**src/rtl/fetch_unit_pkg.sv**
```systemverilog
// Shared definitions for the instruction-fetch stage: control-stage
// next-PC encodings, the NOP word and the fetch state encodings.
package fetch_unit_pkg;

  localparam logic [1:0] NPC_ADVANCE  = 2'b00;
  localparam logic [1:0] NPC_STALL    = 2'b01;
  localparam logic [1:0] NPC_REDIRECT = 2'b10;

  localparam logic [31:0] NOP = 32'h0000_0013;

  localparam logic [0:0] IDLE = 1'b0;
  localparam logic [0:0] RUN  = 1'b1;

  // 01 and 11 both mean "hold the queue head".
  function automatic logic npc_holds(input logic [1:0] sel);
    return (sel == NPC_STALL) || (sel == (NPC_STALL | NPC_REDIRECT));
  endfunction

endpackage

```
**src/rtl/fetch_fifo.sv**
```systemverilog
// Small synchronous FIFO used both as the in-flight request tracker and as
// the instruction queue. A flush empties it and discards a same-cycle push;
// push and pop in the same cycle are both performed.
module fetch_fifo #(
  parameter int WIDTH = 8,
  parameter int DEPTH = 2
) (
  input  logic                     clock,
  input  logic                     reset,
  input  logic                     flush,
  input  logic                     push,
  input  logic                     pop,
  input  logic [WIDTH-1:0]         push_data,
  output logic [$clog2(DEPTH):0]   count,
  output logic [WIDTH-1:0]         head
);

  localparam int PTR_W = $clog2(DEPTH);

  logic [WIDTH-1:0] mem [DEPTH];
  logic [PTR_W-1:0] rd_ptr;
  logic [PTR_W-1:0] wr_ptr;
  logic             do_push;
  logic             do_pop;

  assign do_push = push && (count != (PTR_W+1)'(DEPTH));
  assign do_pop  = pop && (count != '0);
  assign head    = mem[rd_ptr];

  // Pointer and occupancy bookkeeping; flush wins over push and pop.
  always_ff @(posedge clock or negedge reset) begin
    if (!reset) begin
      rd_ptr <= '0;
      wr_ptr <= '0;
      count  <= '0;
    end else if (flush) begin
      rd_ptr <= '0;
      wr_ptr <= '0;
      count  <= '0;
    end else begin
      if (do_push) wr_ptr <= wr_ptr + PTR_W'(1);
      if (do_pop)  rd_ptr <= rd_ptr + PTR_W'(1);
      if (do_push && !do_pop)      count <= count + 1'b1;
      else if (!do_push && do_pop) count <= count - 1'b1;
    end
  end

  // Entry storage needs no reset; count says which entries are meaningful.
  always_ff @(posedge clock) begin
    if (do_push && !flush) mem[wr_ptr] <= push_data;
  end

endmodule

```
**src/rtl/fetch_unit.sv**
```systemverilog
// Instruction-fetch stage: owns the fetch PC, issues requests to a
// variable-latency instruction memory, tags each request with an epoch so
// responses from before a redirect can be dropped, and buffers returned
// instructions in a small queue drained by decode.
module fetch_unit
  import fetch_unit_pkg::*;
#(
  parameter int CORE            = 0,
  parameter int ADDRESS_BITS    = 20,
  parameter int QUEUE_DEPTH     = 2,
  parameter int SCAN_CYCLES_MIN = 0,
  parameter int SCAN_CYCLES_MAX = 1000
) (
  input  logic                    clock,
  input  logic                    reset,
  input  logic                    start,
  input  logic [ADDRESS_BITS-1:0] program_address,
  input  logic [1:0]              next_PC_sel,
  input  logic [ADDRESS_BITS-1:0] target_PC,
  input  logic                    i_mem_read,
  output logic                    fetch_req,
  output logic [ADDRESS_BITS-1:0] fetch_addr,
  input  logic                    fetch_ready,
  input  logic                    fetch_rsp_valid,
  input  logic [31:0]             fetch_rsp_data,
  output logic [31:0]             instruction,
  output logic [ADDRESS_BITS-1:0] inst_PC,
  output logic                    inst_valid,
  output logic                    i_mem_hazard,
  input  logic                    scan
);

  localparam int CNT_W = $clog2(QUEUE_DEPTH) + 1;
  localparam int TRK_W = 1 + ADDRESS_BITS;
  localparam int QUE_W = 32 + ADDRESS_BITS;

  logic [0:0]              state_q;
  logic [ADDRESS_BITS-1:0] pc_q;
  logic                    epoch_q;
  logic [ADDRESS_BITS-1:0] expect_pc_q;
  logic [31:0]             cycle_count;

  logic                    run;
  logic                    redirect;
  logic                    credit_ok;
  logic                    accept;
  logic                    rsp_take;
  logic                    q_push;
  logic                    q_pop;

  logic [CNT_W-1:0]        trk_count;
  logic [TRK_W-1:0]        trk_head;
  logic                    trk_epoch;
  logic [ADDRESS_BITS-1:0] trk_pc;

  logic [CNT_W-1:0]        q_count;
  logic [QUE_W-1:0]        q_head;

  assign run       = (state_q == RUN);
  assign redirect  = run && (next_PC_sel == NPC_REDIRECT);
  assign credit_ok = ({1'b0, trk_count} + {1'b0, q_count}) < (CNT_W+1)'(QUEUE_DEPTH);

  assign fetch_req  = run && i_mem_read && credit_ok && (next_PC_sel != NPC_REDIRECT);
  assign fetch_addr = pc_q;
  assign accept     = fetch_req && fetch_ready;

  assign trk_epoch = trk_head[ADDRESS_BITS];
  assign trk_pc    = trk_head[ADDRESS_BITS-1:0];

  // A response always retires its tracker entry; it only reaches the queue
  // when it belongs to the current path and no redirect is happening now.
  assign rsp_take = fetch_rsp_valid && (trk_count != '0);
  assign q_push   = rsp_take && (trk_epoch == epoch_q) && !redirect;
  assign q_pop    = run && inst_valid && (next_PC_sel == NPC_ADVANCE);

  assign inst_valid   = (q_count != '0);
  assign instruction  = inst_valid ? q_head[31:0] : NOP;
  assign inst_PC      = inst_valid ? q_head[QUE_W-1:32] : expect_pc_q;
  assign i_mem_hazard = run && !inst_valid;

  fetch_fifo #(
    .WIDTH (TRK_W),
    .DEPTH (QUEUE_DEPTH)
  ) tracker (
    .clock     (clock),
    .reset     (reset),
    .flush     (1'b0),
    .push      (accept),
    .pop       (rsp_take),
    .push_data ({epoch_q, pc_q}),
    .count     (trk_count),
    .head      (trk_head)
  );

  fetch_fifo #(
    .WIDTH (QUE_W),
    .DEPTH (QUEUE_DEPTH)
  ) inst_queue (
    .clock     (clock),
    .reset     (reset),
    .flush     (redirect),
    .push      (q_push),
    .pop       (q_pop),
    .push_data ({trk_pc, fetch_rsp_data}),
    .count     (q_count),
    .head      (q_head)
  );

  // Fetch state, PC, epoch and the PC decode should expect next.
  always_ff @(posedge clock or negedge reset) begin
    if (!reset) begin
      state_q     <= IDLE;
      pc_q        <= '0;
      epoch_q     <= 1'b0;
      expect_pc_q <= '0;
    end else if (state_q == IDLE) begin
      if (start) begin
        state_q     <= RUN;
        pc_q        <= program_address;
        expect_pc_q <= program_address;
      end
    end else if (redirect) begin
      pc_q        <= target_PC;
      epoch_q     <= ~epoch_q;
      expect_pc_q <= target_PC;
    end else begin
      if (accept) pc_q <= pc_q + ADDRESS_BITS'(4);
      if (q_push) expect_pc_q <= trk_pc + ADDRESS_BITS'(4);
    end
  end

  // Free-running cycle counter that frames the debug print window.
  always_ff @(posedge clock or negedge reset) begin
    if (!reset) cycle_count <= '0;
    else        cycle_count <= cycle_count + 32'd1;
  end

`ifndef SYNTHESIS
  rsp_needs_tracker: assert property (@(posedge clock) disable iff (!reset)
    fetch_rsp_valid |-> (trk_count != '0));

  // Debug trace of the fetch state while scan is on and inside the window.
  always @(posedge clock) begin
    if (scan && ($signed(cycle_count) >= SCAN_CYCLES_MIN) &&
        ($signed(cycle_count) <= SCAN_CYCLES_MAX)) begin
      $display("[fetch%0d] cyc=%0d state=%s pc=%h epoch=%0d trk=%0d q=%0d inst=%h inst_pc=%h hazard=%0d hold=%0d",
               CORE, cycle_count, run ? "RUN" : "IDLE", pc_q, epoch_q,
               trk_count, q_count, instruction, inst_PC, i_mem_hazard,
               npc_holds(next_PC_sel));
    end
  end
`endif

endmodule

```
**config.mk**
```make
export PLATFORM = sky130hd
export DESIGN_NAME = fetch_unit
export DESIGN_NICKNAME = d
export VERILOG_FILES = /design/src/rtl/fetch_unit_pkg.sv /design/src/rtl/fetch_fifo.sv /design/src/rtl/fetch_unit.sv
export SDC_FILE = /design/constraint.sdc
export NUM_CORES = 1
export LEC_CHECK = 0
export ABC_AREA = 1
export CORE_ASPECT_RATIO = 0.9
export CORE_MARGIN = 1
export CORE_UTILIZATION = 59
export CTS_BUF_LIST = sky130_fd_sc_hd__clkbuf_2
export DETAILED_ROUTE_END_ITERATION = 10
export PLACE_DENSITY = 0.88
export SLEW_MARGIN = 15
export SYNTH_ARGS = -nofsm -noshare
export SYNTH_HDL_FRONTEND = slang
export SYNTH_SLANG_ARGS = --single-unit
export TNS_END_PERCENT = 10
```
**constraint.sdc**
```tcl
create_clock -name clock -period 9.5 [get_ports clock]
set_input_delay 2.375 -clock clock [delete_from_list [all_inputs] [get_ports clock]]
set_output_delay 2.375 -clock clock [all_outputs]
set_load 0.05 [all_outputs]
```
==> results.md <==
- # port buffers: 154
- Cells after synthesis: 886
- Top cell type's share of synthesized area: 48.70%
- Final hold violations: 0
- Setup TNS: 0 ns
- Worst-case clock buffer depth: 2
- CP required: about 7 ns
- Postcts setup bufs: 0
- Maximum clock frequency: between 100 and 150 MHz
- Vias in the first global route: about 6500
- VDD IR-drop max: ~0.00018 V
- CTS tree: done
- Post-synth top area cell: edfxtp_1
- Rel. slew slack: between 30% and 40%
- Post-route ant nets: 0
- Met3 Use GR: between 5 and 6%
- Routed wire length: roughly 21 mm
- Reg area: roughly 5600 µm²
- DR iter-0 viols: just under 800
- Element type at the critical path end: output port
- Actual slew at the worst max-slew pin: 0.9250 ns
- Root buf cell: clkbuf_2
- Overall power: roughly 3600 µW
- Drt drc: 0
- M2 GR Usage: approximately 43%
- Die X: about 130 µm
- Minimum clock period: between 6 and 7 ns
- Largest net degree at the start of global routing: 54
- Die ar.: between 15000 and 20000 µm²
- Post_cts resized: 0
- Slew Limit Fails: 0
- Period utilisation layout: a little over 70%
- Clock skew: 0.02598 ns
- Leak Pwr: 0.004289 µW
- Post-synth top flop: edfxtp_1
- GRT overflow: 0
- Chip height: 119.2 µm
- Via density: 5.617
- Cts hold-fix bufs: 0
- Routing usage on met1: between 30% and 40%
- Outcome: finished, final reports clean
- GR peak layer: met2
- Worst Path Arrival: 4.39 ns
- Yosys Warn Count: 0
- Hold WS: ~0.54 ns
- DP HPWL: around 14 mm
- RSZ-0062 raised after global routing: no
- Most common cell after layout, fill and taps aside: nand2_1
- GPL Wtd Cong: between 0.8 and 0.9
- Post-synthesis register bit count: between 150 and 200
- Seq/Total Area, Yosys: a little over three fifths
- Pre-antenna DRT Iters: 6
- Distinct cells, synth: 48
- Core area: 14820 µm²
- Max Cap Viol: 0
- Multi-input gate area: ~2900 µm²
- Crit Path Category: input pin to output port
- Starting density of the core: between 60% and 70%
- Syn-to-layout area delta: 21.24%
- Worst Path Max Fanout: 16
- Avg WL per Cell: 16.78 µm
- Synth area leaders: edfxtp_1 49%, dfrtp_1 14%, nand2_1 8.8%, a21oi_1 6.1%, nor2_1 3.9%
- Ys async rst share: approximately a quarter
- Initial antenna violation count: 0
- Commonest non-fill, non-tap cells in the layout: 211 x nand2_1, 153 x clkdlybuf4s50_1, 146 x edfxtp_1
- Detailed-route via count: 6982
- Filler instances: between 1000 and 1500
- Clk pin slew, worst setup/hold paths: 0.26 ns
- First-pass GRT wire length: roughly 33 mm
- Ports: 156
- Post-synth EDFFs: approximately 150
- Num CTS Buffers: 17
- Power density over the cells: 331.0 nW/µm²
- Max H-tree Level: 4
- Syn nets: between 900 and 1000
- Antenna diodes: 0
- Fin nets: around 1100
- Rows: 42
- Number of clock sinks: roughly 200
- Share of cells above drive strength 1: under 10%
- All-Layer GR Usage: a little over a quarter
- Synth Cell Area: around 9000 µm²
- Setup crit start kind: input pin
- Syn_area_per_cell: 10.16 µm²
- Hold Crit Class: flop to flop
- Clk Latency, worst-skew pair: slightly below 0.8 ns
- Setup violations, final: 0
synth_stat cells (3+ instances only):
master	number
a21oi_1	109
a22o_1	19
a31oi_1	3
buf_1	3
buf_2	6
buf_4	3
buf_6	3
clkbuf_1	19
dfrtp_1	50
edfxtp_1	146
ha_1	4
inv_1	51
inv_2	8
nand2_1	211
nand2_2	18
nand2_4	5
nand3_1	39
nand4_1	6
nor2_1	94
nor2_2	10
nor2_4	3
nor3_1	5
o211ai_1	3
o21ai_0	25
o21ai_1	8
o21ai_2	4
xor2_1	6
power by group:
group,internal (µW),total [µW],switching [µW]
registers,1160,1280,127
clock network,107,397,290
logic,578,1930,1350
total,1840,3610,1770
registers in the layout, summed over array words and instances, names as in the netlist, 2 cells and up:
name / cells
tracker.count: 2
expect_pc_q: 20
inst_queue.count: 2
inst_queue.mem: 104
tracker.mem: 42
fetch_addr: 20
critical path: stages:
cell	delay, ns
clkdlybuf4s50_1	0.47
inv_1	0.04
nand2_1	0.10
nand2_2	0.29
nor3_4	0.27
clkdlybuf4s50_1	0.84
worst paths after layout:
check                      slack (ns)                        from  cells after the start                         endpoint
max                              2.73              next_PC_sel[0]                      6                        fetch_req
min                              0.54  expect_pc_q[0]$_DFFE_PN0P_                      2       expect_pc_q[0]$_DFFE_PN0P_
max reg2reg                      6.34               run$_DFF_PN0_                      9  inst_queue.mem[0][30]$_DFFE_PP_
min reg2reg                      0.54  expect_pc_q[0]$_DFFE_PN0P_                      2       expect_pc_q[0]$_DFFE_PN0P_
max in group asynchronous        7.35                       reset                      2    inst_queue.wr_ptr$_DFFE_PN0P_
min in group asynchronous        1.67                       reset                      2       fetch_addr[10]$_DFFE_PN0P_
area by class of cell:
class	count	area share (%)
repair buffers	163	14.70
flip-flops and latches	196	51.63
multi-input cells	593	27.02
clock buffers	19	0.8713
clock inverters	13	1.341
well taps	198	2.270
inverters	61	2.167
cell families after synthesis:
family	count (synthesis)	share of synthesized area, %
AOI/OAI and AO/OA	180	11.47
xor gates and xnor gates	8	0.7783
adders and majority gates	5	0.7783
buffers and inverters	97	4.892
DFF	196	62.60
and+or+nand+nor	400	19.49
layer usage:
layer / vias up / part of all wire (%)
met5: - / 0
met4: 0 / 2.1
met3: 35 / 8.2
met2: 367 / 47
met1: 3265 / 43
li1: 3315 / -
per-stage QoR:
| stage | worst slack, ns | utilization (%) | cells | cell area (µm²) |
|---|---|---|---|---|
| finish | 2.730 | 73.65 | 1243 | 10910 |
| global route | 2.627 | 73.65 | 1243 | 10910 |
| CTS | 2.727 | 73.65 | 1243 | 10910 |
| detailed placement | 2.737 | 72.02 | 1211 | 10670 |
| global placement | 2.744 | 72.02 | 1211 | 10670 |
| floorplan | 3.901 | - | 886 | 9002 |
(Power assumes the default switching activity.)
